## src/rtl/digit_serial_adder_pkg.sv

```systemverilog
// Shared types and elaboration checks for the digit-serial adder.
package digit_serial_adder_pkg;

  typedef enum logic [1:0] {
    StIdle = 2'd0,
    StRun  = 2'd1,
    StDone = 2'd2
  } state_e;

  // True when the digit width is legal for the given operand width.
  function automatic bit digit_cfg_ok(input int unsigned width, input int unsigned digit);
    return (width >= 1) && (digit >= 1) && ((width % digit) == 0);
  endfunction

endpackage

```

## src/rtl/digit_adder.sv

```systemverilog
// Combinational DIGIT-bit ripple slice made of full-adder cells.
module digit_adder #(
  parameter int unsigned DIGIT = 4
) (
  input  logic [DIGIT-1:0] a,
  input  logic [DIGIT-1:0] b,
  input  logic             cin,
  output logic [DIGIT-1:0] sum,
  output logic             cout,
  output logic             cmsb
);

  // Ripple the carry through one full-adder cell per bit.
  always_comb begin
    logic [DIGIT:0] c;
    c      = '0;
    sum    = '0;
    c[0]   = cin;
    for (int i = 0; i < int'(DIGIT); i++) begin
      sum[i]   = a[i] ^ b[i] ^ c[i];
      c[i+1]   = (a[i] & b[i]) | (a[i] & c[i]) | (b[i] & c[i]);
    end
    cout = c[DIGIT];
    // Carry into the MSB cell, needed for signed overflow.
    cmsb = c[DIGIT-1];
  end

endmodule

```

## src/rtl/digit_serial_adder.sv

```systemverilog
// Digit-serial add/subtract unit: one DIGIT-wide slice reused over NDIG cycles.
module digit_serial_adder
  import digit_serial_adder_pkg::*;
#(
  parameter int unsigned WIDTH = 32,
  parameter int unsigned DIGIT = 4
) (
  input  logic             clk,
  input  logic             rst_n,
  input  logic             in_valid,
  output logic             in_ready,
  input  logic [WIDTH-1:0] a,
  input  logic [WIDTH-1:0] b,
  input  logic             cin,
  input  logic             sub,
  output logic             out_valid,
  input  logic             out_ready,
  output logic [WIDTH-1:0] sum,
  output logic             carry_out,
  output logic             overflow,
  output logic             zero
);

  localparam int unsigned NDIG = WIDTH / DIGIT;
  localparam int unsigned CntW = (NDIG > 1) ? $clog2(NDIG) : 1;

  if (!digit_cfg_ok(WIDTH, DIGIT)) begin : g_bad_cfg
    $error("digit_serial_adder: DIGIT must be >= 1 and divide WIDTH");
  end

  state_e            state_q;
  logic [CntW-1:0]   cnt_q;
  logic [WIDTH-1:0]  sa_q;
  logic [WIDTH-1:0]  sb_q;
  logic [WIDTH-1:0]  res_q;
  logic              carry_q;

  logic [DIGIT-1:0]  dsum;
  logic              dcout;
  logic              dcmsb;
  logic [WIDTH-1:0]  res_next;
  logic              last;

  digit_adder #(
    .DIGIT (DIGIT)
  ) u_slice (
    .a    (sa_q[DIGIT-1:0]),
    .b    (sb_q[DIGIT-1:0]),
    .cin  (carry_q),
    .sum  (dsum),
    .cout (dcout),
    .cmsb (dcmsb)
  );

  // New digit enters at the top; after NDIG shifts the register holds the full result.
  if (NDIG == 1) begin : g_single
    assign res_next = dsum;
  end else begin : g_multi
    assign res_next = {dsum, res_q[WIDTH-1:DIGIT]};
  end

  assign last      = (cnt_q == CntW'(NDIG - 1));
  assign in_ready  = (state_q == StIdle);
  assign out_valid = (state_q == StDone);

  // FSM, operand shifters, carry flop and result registers.
  always_ff @(posedge clk or negedge rst_n) begin
    if (!rst_n) begin
      state_q   <= StIdle;
      cnt_q     <= '0;
      sa_q      <= '0;
      sb_q      <= '0;
      res_q     <= '0;
      carry_q   <= 1'b0;
      sum       <= '0;
      carry_out <= 1'b0;
      overflow  <= 1'b0;
      zero      <= 1'b0;
    end else begin
      unique case (state_q)
        StIdle: begin
          if (in_valid) begin
            sa_q    <= a;
            // Subtraction is A + ~B + 1; cin is ignored in that mode.
            sb_q    <= sub ? ~b : b;
            carry_q <= sub ? 1'b1 : cin;
            cnt_q   <= '0;
            state_q <= StRun;
          end
        end
        StRun: begin
          sa_q    <= sa_q >> DIGIT;
          sb_q    <= sb_q >> DIGIT;
          res_q   <= res_next;
          carry_q <= dcout;
          cnt_q   <= cnt_q + 1'b1;
          if (last) begin
            sum       <= res_next;
            carry_out <= dcout;
            overflow  <= dcmsb ^ dcout;
            zero      <= (res_next == '0);
            state_q   <= StDone;
          end
        end
        StDone: begin
          if (out_ready) state_q <= StIdle;
        end
        default: state_q <= StIdle;
      endcase
    end
  end

endmodule

```

## config.mk

```make
export PLATFORM = sky130hd
export DESIGN_NAME = digit_serial_adder
export DESIGN_NICKNAME = d
export VERILOG_FILES = /design/src/rtl/digit_serial_adder_pkg.sv /design/src/rtl/digit_adder.sv /design/src/rtl/digit_serial_adder.sv
export SDC_FILE = /design/constraint.sdc
export NUM_CORES = 1
export LEC_CHECK = 0
export ABC_AREA = 1
export ABC_CLOCK_PERIOD_IN_PS = 2200
export BUFFER_PORTS_ARGS = -buffer_cell sky130_fd_sc_hd__buf_2
export CAP_MARGIN = 10
export CORE_MARGIN = 2
export CORE_UTILIZATION = 25
export CTS_CLUSTER_DIAMETER = 150
export DETAILED_ROUTE_END_ITERATION = 16
export GPL_TIMING_DRIVEN = 1
export PLACE_DENSITY = 0.55
export SLEW_MARGIN = 15
export SYNTH_ARGS = -nofsm -noshare
export SYNTH_HDL_FRONTEND = slang
export SYNTH_HIERARCHICAL = 1
export SYNTH_SLANG_ARGS = --single-unit
```

## constraint.sdc

```tcl
create_clock -name clk -period 2.2 [get_ports clk]
set_input_delay 0.33 -clock clk [delete_from_list [all_inputs] [get_ports clk]]
set_output_delay 0.33 -clock clk [all_outputs]
set_load 0.01 [all_outputs]
```

==> results.py <==
metrics = {
    "status": {
        "status": "finished with violations",
        "failed_checks": "setup timing",
    },
    "place": {
        "dp_hpwl_um": 9658,
        "worst_slack_after_detailed_placement_ps": -159.8,
        "placedCellCount": 994,
        "place_congestion": 0.7519,
        "port-buffer-count": 106,
        "placement.cell_area_um2": 6641,
    },
    "run": {
        "max_cap_viol_count": 0,
    },
    "worst_setup_path": {
        "series_of_cell_instances_along_the_critical_path": "inv_2 -> fa_2 -> inv_2 -> fa_2 -> fa_2 -> inv_2 -> fa_1 -> inv_2 -> nor2_1 -> nand2_1 -> nor2_1 -> nand2_1 -> nor2_1 -> nand2_1 -> nand2_1",
        "cp_max_fo": 2,
        "worst_path_max_delay_cell": "sky130_fd_sc_hd__fa_1",
        "setup.worst_path.start_class": "flop",
        "worst_setup_end_kind": "flop",
        "timing.critical_path.arrival_ps": 2630,
        "worst_r2r_path_depth": 15,
        "category_of_the_critical_setup_timing_path": "flop to flop",
        "worst-endpoint-required_ps": 2500,
        "critPathMaxStageDelay_ps": 410,
    },
    "grt": {
        "grt_usage": 0.1216,
        "groute.layer.met2.usage": 0.1806,
        "use_met3": 0.03361,
        "number_of_antenna_violations_at_the_first_check_in_global_routing": 0,
        "grt_pass1_wl_um": 23000,
        "via_count_of_the_first_global_routing_pass": 4295,
        "grt_remaining_overflow": 0,
        "grt_max_degree": 51,
        "top_usage_layer": "met2",
        "grt_util_met1": 0.1717,
    },
    "sta": {
        "grt_setup_unrepaired": "yes",
        "timing.final.crit_period_ps": 2325,
        "finalCritPeriodShare": 1.057,
        "clock.fmax_mhz": 430.1,
        "setup-violations-final": 3,
        "worst_pin_slew_ps": 652.5,
        "report.final.slew_viol_count": 0,
        "timing.final.ws_setup_ps": -125.3,
        "hold_viol_final": 0,
        "clock-skew-final_ps": 10.81,
        "worst_slew_margin_rel": 0.5650,
    },
    "synthesis": {
        "ys_ff_latch": 133,
        "ys.warnings.count": 6,
        "yosys_most_used_dff": "sky130_fd_sc_hd__dfrtp_1",
        "synthTopCellsByCount": "sky130_fd_sc_hd__nand2_1 (212), sky130_fd_sc_hd__dfrtp_1 (133), sky130_fd_sc_hd__o21ai_0 (58)",
        "cell_type_contributing_the_most_total_cell_area_after_synthesis": "sky130_fd_sc_hd__dfrtp_1",
        "post_synth_instance_area_um2": 5748,
        "netlist_top_cells_area": "sky130_fd_sc_hd__dfrtp_1 (58%), sky130_fd_sc_hd__nand2_1 (14%), sky130_fd_sc_hd__o21ai_0 (5.1%)",
        "synthesis.nets": 697,
        "synthDistinctLibCells": 25,
        "seq_area_frac_synth": 0.5790,
        "synth_largest_type_area_fraction": 0.5790,
        "netlist_instances": 621,
        "synth_enable_flop_cells": 0,
        "postSynthAreaPerCell_um2": 9.256,
        "synthArstFlopShare": 1.000,
        "synthMostInstantiatedCell": "sky130_fd_sc_hd__nand2_1",
    },
    "routing": {
        "wl_um": 14110,
        "detailedRoute.firstIterationViolations": 235,
        "drt_drc_violations_left": 0,
        "route.detailed.wl_per_inst_um": 13.72,
        "count_of_vias_placed_by_the_detailed_router": 4422,
        "drtAntennaViolNets": 0,
        "viasPerCell": 4.302,
        "detailedRoute.firstPassIterationCount": 4,
    },
    "clock_network": {
        "cts_max_level": 4,
        "tritoncts_num_sinks": 133,
        "worstSkewPairLatency_ps": 420,
        "tritoncts_clock_tree": "done",
        "clock_tree.buffer_depth": 2,
        "tritoncts.num_buffers": 17,
        "clkSlewWorstSetupHoldPaths_ps": 60,
        "root_buffer": "sky130_fd_sc_hd__clkbuf_16",
    },
    "finish": {
        "finish.net_count": 807,
        "post-route-cell-area_um2": 7257,
        "layout-drive-gt1-share": 0.2342,
        "post_layout_nonfiller_instances": 1028,
        "diodes": 0,
        "syn_to_final_growth_pct": 26.25,
        "layout.core_utilization": 0.3215,
    },
    "floorplan": {
        "die_area_um2": 24220,
        "die_height_um": 155.6,
        "std_cell_rows": 55,
        "core_um2": 22570,
        "die-width_um": 155.6,
        "start_util": 0.2547,
        "boundaryPins": 107,
    },
    "pwr": {
        "cellPowerDensity_nw_per_um2": 1391,
        "cellLeakagePower_nw": 3.534,
        "seq_power_share": 0.395,
        "clock_share_of_power": 0.275,
        "p_sw_frac": 0.3620,
        "p_sw_mw": 3.654,
        "power_frac_comb": 0.330,
        "power.ir.vdd_worst_v": 0.0005505,
        "power_report.internal_total_mw": 6.441,
    },
    "worst_hold_path": {
        "hold_removal_path_class": "input port to flop",
        "min_delay_path_depth": 2,
    },
}
layout by cell type (no fill, tap or decap), types with 2 or more instances in the layout:
master / instances
sky130_fd_sc_hd__clkbuf_16: 17
sky130_fd_sc_hd__xnor2_1: 30
sky130_fd_sc_hd__dfrtp_1: 133
sky130_fd_sc_hd__o21ai_1: 9
sky130_fd_sc_hd__nand2_1: 212
sky130_fd_sc_hd__o211ai_1: 6
sky130_fd_sc_hd__fa_2: 3
sky130_fd_sc_hd__buf_12: 4
sky130_fd_sc_hd__o21ai_0: 56
sky130_fd_sc_hd__xor2_1: 3
sky130_fd_sc_hd__inv_1: 32
sky130_fd_sc_hd__bufinv_16: 2
sky130_fd_sc_hd__inv_2: 10
sky130_fd_sc_hd__buf_4: 15
sky130_fd_sc_hd__nand3_1: 28
sky130_fd_sc_hd__clkinv_4: 4
sky130_fd_sc_hd__o22ai_1: 2
sky130_fd_sc_hd__nand4_1: 2
sky130_fd_sc_hd__o221ai_1: 8
sky130_fd_sc_hd__clkinv_2: 3
sky130_fd_sc_hd__a22o_1: 5
sky130_fd_sc_hd__clkinvlp_4: 3
sky130_fd_sc_hd__buf_6: 2
sky130_fd_sc_hd__buf_2: 105
sky130_fd_sc_hd__ha_1: 2
sky130_fd_sc_hd__nand2_2: 2
sky130_fd_sc_hd__a22oi_1: 15
sky130_fd_sc_hd__nor2_1: 21
state kept, by name (all words and copies together), names as in the netlist:
register   count
sa_q          32
sb_q          32
sum           32
res_q         28
cnt_q          3
state_q        2
carry_out      1
carry_q        1
overflow       1
zero           1
critical path, delay by kind of cell (launching register included):
family / cells / cell delay [ps]
buf+inv: 4 / 230
flops: 1 / 390
simple gates: 7 / 300
fa+ha+maj: 4 / 1300
power groups by stage:
stage / clock network, mW / logic [mW] / registers, mW
after global routing: 2.93 / 3.85 / 4.11
after detailed placement: 0 / 3.25 / 4.03
final: 2.78 / 3.33 / 3.99
after global placement: 0 / 3.20 / 4.00
after floorplan: 0 / 2.11 / 4.00
after CTS: 2.84 / 3.37 / 4.00
stage by stage:
stage	setup TNS [ps]	total power, mW	hold WS (ps)
after floorplan	-69.35	6.109	34.41
after global placement	-288.4	7.207	308.1
after detailed placement	-359.6	7.282	310.5
after CTS	-359.9	10.21	77.28
after global routing	-645.5	10.88	87.74
final	-334.9	10.10	95.31
kinds of logic (layout without fill, tap and decap cells):
family | count (synthesis) | in the layout | share of synthesized area
and+or+nand+nor | 266 | 266 | 0.1818
DFF | 133 | 133 | 0.5790
AOI/OAI and AO/OA | 104 | 104 | 0.1091
buffers and inverters | 79 | 201 | 0.06160
xor gates and xnor gates | 33 | 33 | 0.05028
adders and majority gates | 6 | 6 | 0.01828
final cells by class:
class | instances | area, µm²
fillers | 2370 | 15310
well taps | 285 | 356.6
flip-flops and latches | 133 | 3328
multi-input cells | 409 | 2082
inverters | 43 | 163.9
clock buffers | 19 | 442.9
repair buffers | 127 | 750.7
clock inverters | 12 | 132.6
final timing paths:
check / endpoint / slack, ps / startpoint
setup / recovery: zero / -130 / sb_q[0]
setup reg to reg: zero / -130 / sb_q[0]
hold reg to reg: cnt_q[0] / 470 / cnt_q[0]
max in group asynchronous: sum[3] / 1130 / rst_n
hold / removal: state_q[1] / 100 / out_ready
min in group asynchronous: sum[18] / 420 / rst_n
routing by layer:
layer | vias up | share of wire
li1 | 2223 | -
met3 | 13 | 0.046
met1 | 2085 | 0.50
met5 | - | 0
met4 | 0 | 0.014
met2 | 101 | 0.44
what timing repair did:
item	4_1_cts	5_1_grt
endpoints found under the setup margin	3	4
resized for setup	11	4
hold buffers	1	0
pin swaps	3	1
setup buffers	2	1
endpoints found under the hold margin	44	0
Note: power is estimated with default switching activity, not from simulation.
